[config.mk]
export PLATFORM = sky130hd
export DESIGN_NAME = abs_frame_accumulator_flat
export DESIGN_NICKNAME = d
export VERILOG_FILES = /design/src/rtl/abs_frame_accumulator_if.sv /design/src/rtl/abs_frame_accumulator.sv /design/src/flat_wrapper.sv
export SDC_FILE = /design/constraint.sdc
export NUM_CORES = 1
export LEC_CHECK = 0
export BUFFER_PORTS_ARGS = -buffer_cell sky130_fd_sc_hd__buf_2
export CORE_MARGIN = 4
export CORE_UTILIZATION = 44
export CTS_BUF_LIST = sky130_fd_sc_hd__clkbuf_8
export DETAILED_ROUTE_END_ITERATION = 6
export MAX_ROUTING_LAYER = met4
export PLACE_DENSITY_LB_ADDON = 0.05
export SLEW_MARGIN = 20
export SYNTH_ARGS = -nofsm -noshare
export SYNTH_HDL_FRONTEND = slang
export SYNTH_SLANG_ARGS = --single-unit
[constraint.sdc]
create_clock -name clk -period 2.3 [get_ports clk]
set_clock_uncertainty 0.1 [all_clocks]
set_input_delay 0.115 -clock clk [delete_from_list [all_inputs] [get_ports clk]]
set_output_delay 0.115 -clock clk [all_outputs]
set_load 0.05 [all_outputs]
[src/rtl/abs_frame_accumulator_if.sv]
// abs_frame_accumulator_if
//   Handshake bundle for abs_frame_accumulator.
//   master : frame producer / result consumer (drives start, in_valid,
//            in_data, out_ready; observes in_ready, out_valid, out_sum,
//            out_max, busy)
//   slave  : the accumulator itself
interface abs_frame_accumulator_if #(
    parameter int DATA_W = 8,
    parameter int SUM_W  = 11
);
    logic              start;
    logic              in_valid;
    logic [DATA_W-1:0] in_data;
    logic              in_ready;
    logic              out_valid;
    logic              out_ready;
    logic [SUM_W-1:0]  out_sum;
    logic [DATA_W-1:0] out_max;
    logic              busy;

    modport master (
        output start, in_valid, in_data, out_ready,
        input  in_ready, out_valid, out_sum, out_max, busy
    );

    modport slave (
        input  start, in_valid, in_data, out_ready,
        output in_ready, out_valid, out_sum, out_max, busy
    );
endinterface

[src/rtl/abs_frame_accumulator.sv]
// abs_frame_accumulator
//   Takes a frame of COUNT signed samples over a valid/ready handshake,
//   sums their magnitudes and tracks the peak magnitude, then presents
//   {sum, max} on an output valid/ready handshake.
//   Ports:
//     clk  - rising-edge clock
//     rst  - asynchronous, active-high reset
//     bus  - slave side of abs_frame_accumulator_if
//            (start, in_valid/in_data/in_ready, out_valid/out_ready,
//             out_sum, out_max, busy)
module abs_frame_accumulator #(
    parameter int DATA_W = 8,
    parameter int COUNT  = 8,
    parameter int SUM_W  = 11
) (
    input  logic                    clk,
    input  logic                    rst,
    abs_frame_accumulator_if.slave  bus
);
    localparam int CNT_W = (COUNT > 1) ? $clog2(COUNT) : 1;
    localparam logic [CNT_W-1:0] LAST_IDX = CNT_W'(COUNT - 1);

    typedef enum logic [1:0] {
        S_IDLE,
        S_ACCUM,
        S_DONE
    } state_t;

    state_t            r_state;
    logic [SUM_W-1:0]  r_sum;
    logic [DATA_W-1:0] r_max;
    logic [CNT_W-1:0]  r_cnt;
    logic              r_in_ready;
    logic              r_out_valid;
    logic              r_busy;

    logic [DATA_W-1:0] w_mag;
    logic [SUM_W-1:0]  w_mag_ext;
    logic              w_accept;

    // Two's-complement magnitude; the most negative value maps onto itself
    // and is read as unsigned (0x80 -> 128).
    always_comb begin
        w_mag = bus.in_data;
        if (bus.in_data[DATA_W-1]) begin
            w_mag = (~bus.in_data) + 1'b1;
        end
    end

    assign w_mag_ext = {{(SUM_W-DATA_W){1'b0}}, w_mag};
    assign w_accept  = bus.in_valid && r_in_ready;

    // Handshake flags are registered together with the state so that
    // neither in_valid nor out_ready has a combinational path to an output.
    always_ff @(posedge clk or posedge rst) begin
        if (rst) begin
            r_state     <= S_IDLE;
            r_sum       <= '0;
            r_max       <= '0;
            r_cnt       <= '0;
            r_in_ready  <= 1'b0;
            r_out_valid <= 1'b0;
            r_busy      <= 1'b0;
        end else begin
            case (r_state)
                S_IDLE: begin
                    if (bus.start) begin
                        r_state    <= S_ACCUM;
                        r_sum      <= '0;
                        r_max      <= '0;
                        r_cnt      <= '0;
                        r_in_ready <= 1'b1;
                        r_busy     <= 1'b1;
                    end
                end
                S_ACCUM: begin
                    if (w_accept) begin
                        r_sum <= r_sum + w_mag_ext;
                        if (w_mag > r_max) begin
                            r_max <= w_mag;
                        end
                        r_cnt <= r_cnt + 1'b1;
                        if (r_cnt == LAST_IDX) begin
                            r_state     <= S_DONE;
                            r_in_ready  <= 1'b0;
                            r_out_valid <= 1'b1;
                        end
                    end
                end
                S_DONE: begin
                    if (bus.out_ready) begin
                        r_state     <= S_IDLE;
                        r_out_valid <= 1'b0;
                        r_busy      <= 1'b0;
                    end
                end
                default: begin
                    r_state     <= S_IDLE;
                    r_in_ready  <= 1'b0;
                    r_out_valid <= 1'b0;
                    r_busy      <= 1'b0;
                end
            endcase
        end
    end

    assign bus.in_ready  = r_in_ready;
    assign bus.out_valid = r_out_valid;
    assign bus.out_sum   = r_sum;
    assign bus.out_max   = r_max;
    assign bus.busy      = r_busy;
endmodule

[src/flat_wrapper.sv]
// flat-port wrapper written by rule: the top's interface ports become plain ports
module abs_frame_accumulator_flat 
#(
    parameter int DATA_W = 8,
    parameter int COUNT  = 8,
    parameter int SUM_W  = 11
)
  (clk, rst, bus_start, bus_in_valid, bus_in_data, bus_out_ready, bus_in_ready, bus_out_valid, bus_out_sum, bus_out_max, bus_busy);
  abs_frame_accumulator_if #(.DATA_W(DATA_W), .SUM_W(SUM_W)) bus_i ();
  input  logic clk;
  input  logic rst;
  input wire logic [$bits(bus_i.start)-1:0] bus_start;
  input wire logic [$bits(bus_i.in_valid)-1:0] bus_in_valid;
  input wire logic [$bits(bus_i.in_data)-1:0] bus_in_data;
  input wire logic [$bits(bus_i.out_ready)-1:0] bus_out_ready;
  output wire logic [$bits(bus_i.in_ready)-1:0] bus_in_ready;
  output wire logic [$bits(bus_i.out_valid)-1:0] bus_out_valid;
  output wire logic [$bits(bus_i.out_sum)-1:0] bus_out_sum;
  output wire logic [$bits(bus_i.out_max)-1:0] bus_out_max;
  output wire logic [$bits(bus_i.busy)-1:0] bus_busy;
  assign bus_i.start = bus_start;
  assign bus_i.in_valid = bus_in_valid;
  assign bus_i.in_data = bus_in_data;
  assign bus_i.out_ready = bus_out_ready;
  assign bus_in_ready = bus_i.in_ready;
  assign bus_out_valid = bus_i.out_valid;
  assign bus_out_sum = bus_i.out_sum;
  assign bus_out_max = bus_i.out_max;
  assign bus_busy = bus_i.busy;
  abs_frame_accumulator #(.DATA_W(DATA_W), .COUNT(COUNT), .SUM_W(SUM_W)) u_core (.clk(clk), .rst(rst), .bus(bus_i));
endmodule
* Yosys cells after proc, flatten, opt, wreduce, memory -nomap -nowiden *
Cells that the tools add are included.

storage, ports and cells
  bits in latches = 0
  memory bits (read-only) = 0
  memories = 0
  bits of input ports = 13
  logic and storage cells = 57
  register bits after elaboration = 27
  output and inout port bits = 22
  RAM bits = 0

cells by class
  magnitude comparators = 1
  shift operators = 0
  equal/unequal tests = 8
  multipliers = 0
  reductions and logical operators = 9
  mux-type cells = 25
  add/sub/neg operators = 3
  divide/modulo/power cells = 0
  bitwise operators = 4

operators with widths
  cell                   count
  $mux W8                4
  $mux W11               2
  $pmux W11 S2           1
  $pmux W8 S2            1
  $reduce_and A4 Y1      4
  $add A11 B8 Y11        1
  $pmux W1 S3            3
  $add A8 B1 Y8 const B  1
  $gt A8 B8 Y1           1
  $mux W2                4
  $not A8 Y8             1
  $mux W1                6
  $mux W3                2
  $ne A2 B1 Y1 const B   3
  $pmux W2 S3            1
  $pmux W3 S2            1
  $reduce_and A3 Y1      2
  $ne A2 B2 Y1 const B   2
  $add A3 B1 Y3 const B  1
  $eq A3 B3 Y1 const B   1
  $not A1 Y1             3
  $eq A2 B1 Y1 const B   1
  $eq A2 B2 Y1 const B   1
  $logic_not A2 Y1       1
  2 further kinds        2

* Longest topological paths before layout *
  depth after elaboration = 7
  depth in mapped cells = 11
  gate-level depth less buffers = 11

* Least setup slack after synthesis *
Ideal clock, no wire load.

  path type = input-to-reg
  start = in bus_in_data[2]
  end = reg u_core.r_max[1] (netlist: u_core.bus.out_max[1])
  slack = -0.244 ns
  stages = 9
  library setup time = 0.125 ns
  required time = 2.075 ns
  arrival time = 2.319 ns
  path buffers = 0
  path through = or3_1 -> o31ai_1 -> xnor2_1 -> ha_1 -> nand4_1 -> nor2_1 -> nor2_1 -> a21oi_4 -> mux2_4

between the ends
  cells in the longest elaborated chain, start to end = 6

RTL lines
  item                                    line                         text
  start, declared                         flat_wrapper.sv:14           input wire logic [$bits(bus_i.in_data)-1:0] bus_in_data;
  $not A8 Y8                              abs_frame_accumulator.sv:46  w_mag = (~bus.in_data) + 1'b1;
  $add A8 B1 Y8                           abs_frame_accumulator.sv:46
  $mux W8 (*)                             abs_frame_accumulator.sv:45  if (bus.in_data[DATA_W-1]) begin
  $gt A8 B8 Y1 (*)                        abs_frame_accumulator.sv:79  if (w_mag > r_max) begin
  $ne A2 B1 Y1 (no source line) (*)       n/a
  $reduce_and A4 Y1 (no source line) (*)  n/a
  end signal, assigned                    abs_frame_accumulator.sv:80  r_max <= w_mag;
  end, declared                           abs_frame_accumulator.sv:31  logic [DATA_W-1:0] r_max;

Every way passes the cells marked *; elsewhere a longest branch is shown, timed or not.
A chain may end at the register's enable or synchronous reset.

* Worst setup path after layout *
  start = in bus_in_data[2]
  end = reg u_core.r_max[5] (netlist: u_core.bus.out_max[5])

between the ends
  cells in the longest elaborated chain, start to end = 6
  elaborated cells on any way between the ends = 9
  classes of those cells = add/sub: 1; order compare: 1; eq/ne: 1; mux: 4; bitwise: 1; reduce/logical: 1

RTL lines
  item                                                                      line
  $not A8 Y8                                                                abs_frame_accumulator.sv:46
  $add A8 B1 Y8                                                             abs_frame_accumulator.sv:46
  $mux W8 (*)                                                               abs_frame_accumulator.sv:45
  $gt A8 B8 Y1 / $mux W8 (equally long branches)                            abs_frame_accumulator.sv:79
  $ne A2 B1 Y1 (no source line) / $mux W8 (equally long branches)           n/a
  $reduce_and A4 Y1 (no source line) / $pmux W8 S2 (equally long branches)  n/a

Every way passes the cells marked *; elsewhere a longest branch is shown, timed or not. The select of a mux whose other input is x is not followed.

==> results.cfg <==
[floorplan]
die_h_um = 72.8
core_area_sq_um = 4030
rows = 23
die_w_um = 72.8
start_util_pct = 45.9
dieArea_sq_um = 5300
io_pins = 35

[placed_design]
hpwl_mm = 3.67
placed_area_sq_um = 2300
dpl.cell_count = 298
dp_slack_ns = -0.236
portBuffers = 34
globalplace.congestion = 0.803

[global_routing]
use_met3_pct = 2.20
antenna_found_initial = 0
grt_first_pass_wirelength_mm = 7.58
gr-usage-met1_pct = 23.0
global_route.peak_usage_layer = met2
grt_max_degree = 28
grt_pass1_vias = 1672
grt_usage_pct = 18.6
grtUsageMet2_pct = 32.1
grt-ovfl-total = 0

[clock_network]
cts.clk_slew.worst_paths_ns = 0.10
cts_made_buffers = 3
clock_sinks = 27
max-clock-path-buffers = 2
cts_root_buffer = clkbuf_8
cts_max_level = 1
clock_latency_ns = 0.27
cts_tree = done

[setup_path]
path_class = in -> reg
start_kind = input port
ff2ff_setup_slack_ns = 0.20
cp.required_ns = 2.36
worst-path-max-fanout = 4
cp.arrival_ns = 2.29
crit_path_end_kind = register

[logic_synthesis]
syn_area_per_cell_sq_um = 9.68
ys_seq_area_share_pct = 36.5
ys_ff_latch = 27
synth_edf_count = 0
synth_top_cells_by_area = dfrtp_1 (37%), ha_1 (13%), mux2_4 (5.7%)
yosys_most_used_dff = dfrtp_1
synth_area_sq_um = 1850
synth_top_cell_area_share_pct = 36.5
async_reset_ff_share_pct = 100
synth.most_common_cell = dfrtp_1
yosys_warnings = 0
yosys-top-cells-count = dfrtp_1 (27), nand2_1 (23), ha_1 (19)
syn_nets = 224
postSynthCellCount = 191
ys_types = 36
synth.largest_area_cell = dfrtp_1

[cells_and_area]
multi_input_area_sq_um = 1180
nNetsFinal = 289
fin_area_sq_um = 2440
fill_cells = 343
drive_gt1_share_pct = 36.5
syn2layout_area_growth_pct = 31.8
final_cells = 305
antenna_cells = 0
fin_util_pct = 60.5
seq_area_sq_um = 676

[timing]
min_period_ns = 2.23
fmax_mhz = 449
hold_slack_ns = 0.0197
tightestPinTransition_ns = 0.408
setup_tns_ns = 0
hold_viol = 0
worst_slack_ns = 0.0720
finalCritPeriodShare_pct = 96.9
setup_viol = 0
rsz0062_at_grt = true
max-slew-margin-rel_pct = 72.8
slew_violations = 0

[power]
finalPower_mw = 3.46
ir_worst_vdd_uv = 593
power_density_nw_per_um2 = 1420
p_leak_nw = 1.22

[route]
firstDrtPassIters = 4
num_vias = 1576
avgViaCountPerCell = 5.17
ant_nets = 0
routed_wl_mm = 4.61
post_drt_wl_per_cell_um = 15.1
drc = 0
drt_iter0_drc = 33

[hold_path]
hold_path.class = in -> reg

[run]
cap_violations = 0

[outcome]
outcome = completed
[layout by cell type (no fill, tap or decap), types with 4 or more instances in the layout]
cell type,Yosys,final
a21oi_1,8,7
a22o_1,5,5
and2_1,8,8
buf_2,2,33
buf_4,0,27
dfrtp_1,27,27
ha_1,19,18
inv_1,15,15
mux2_4,7,7
nand2_1,23,23
nand3_1,5,5
nor2_1,6,4
o21ai_0,18,14
xnor2_1,7,5
[power by group]
part	internal, mW	switching [mW]
combinational	0.922	1.40
sequential	0.677	0.181
clock	0.122	0.157
total	1.72	1.74
[critical path, stage by stage]
cell and delay, ns:
buf_8 0.10, or3_4 0.41, o31ai_4 0.21, xnor2_2 0.10, ha_1 0.30, nand4_1 0.16
nor2_2 0.23, nor2_2 0.07, a21oi_4 0.15, buf_6 0.14, mux2_4 0.29
[cell families after synthesis]
kind of cell	Yosys count	share of synthesized area, %
and+or+nand+nor	58	16.2
AOI/OAI and AO/OA	48	17.8
buffers and inverters	19	3.99
DFF	27	36.5
adders and majority gates	20	13.9
muxes	9	6.77
xor gates and xnor gates	10	4.74
[area by class of cell]
class                      count  share of cell area (%)
tap                           50                    2.57
inverter                      15                    2.31
clock buffer                   3                    1.69
clock inverter                 1                   0.205
timing repair buffer          64                    17.0
multi-input combinational    145                    48.5
sequential                    27                    27.7
[worst paths after layout]
check,start,to,cells after the start
min reg2reg,u_core.bus.out_sum[10],u_core.bus.out_sum[10],1
min in group asynchronous,rst,u_core.r_cnt[0],4
min,bus_out_ready,u_core.r_state[1],4
max reg2reg,u_core.bus.out_sum[0],u_core.bus.out_sum[6],7
max in group asynchronous,rst,u_core.bus.out_max[4],4
max,bus_in_data[2],u_core.bus.out_max[5],11
[per-layer routing]
metal,wire length [um],up-vias
met4,21,0
met1,2130,753
li1,-,803
met5,0,-
met2,2350,18
met3,110,2
[state kept, by name, indices dropped and copies added (netlist names)]
signal,cells
u_core.bus.out_sum,11
u_core.bus.out_max,8
u_core.r_cnt,3
u_core.r_state,2
u_core.bus.busy,1
u_core.bus.in_ready,1
u_core.bus.out_valid,1
[what timing repair did]
item / in CTS / in global routing
gates resized for setup: 0 / 17
hold endpoints to repair: 27 / 0
buffers inserted: 0 / 2
endpoints found under the setup margin: 0 / 13
hold buffers: 1 / 0
Note: power is estimated with default switching activity, not from simulation.
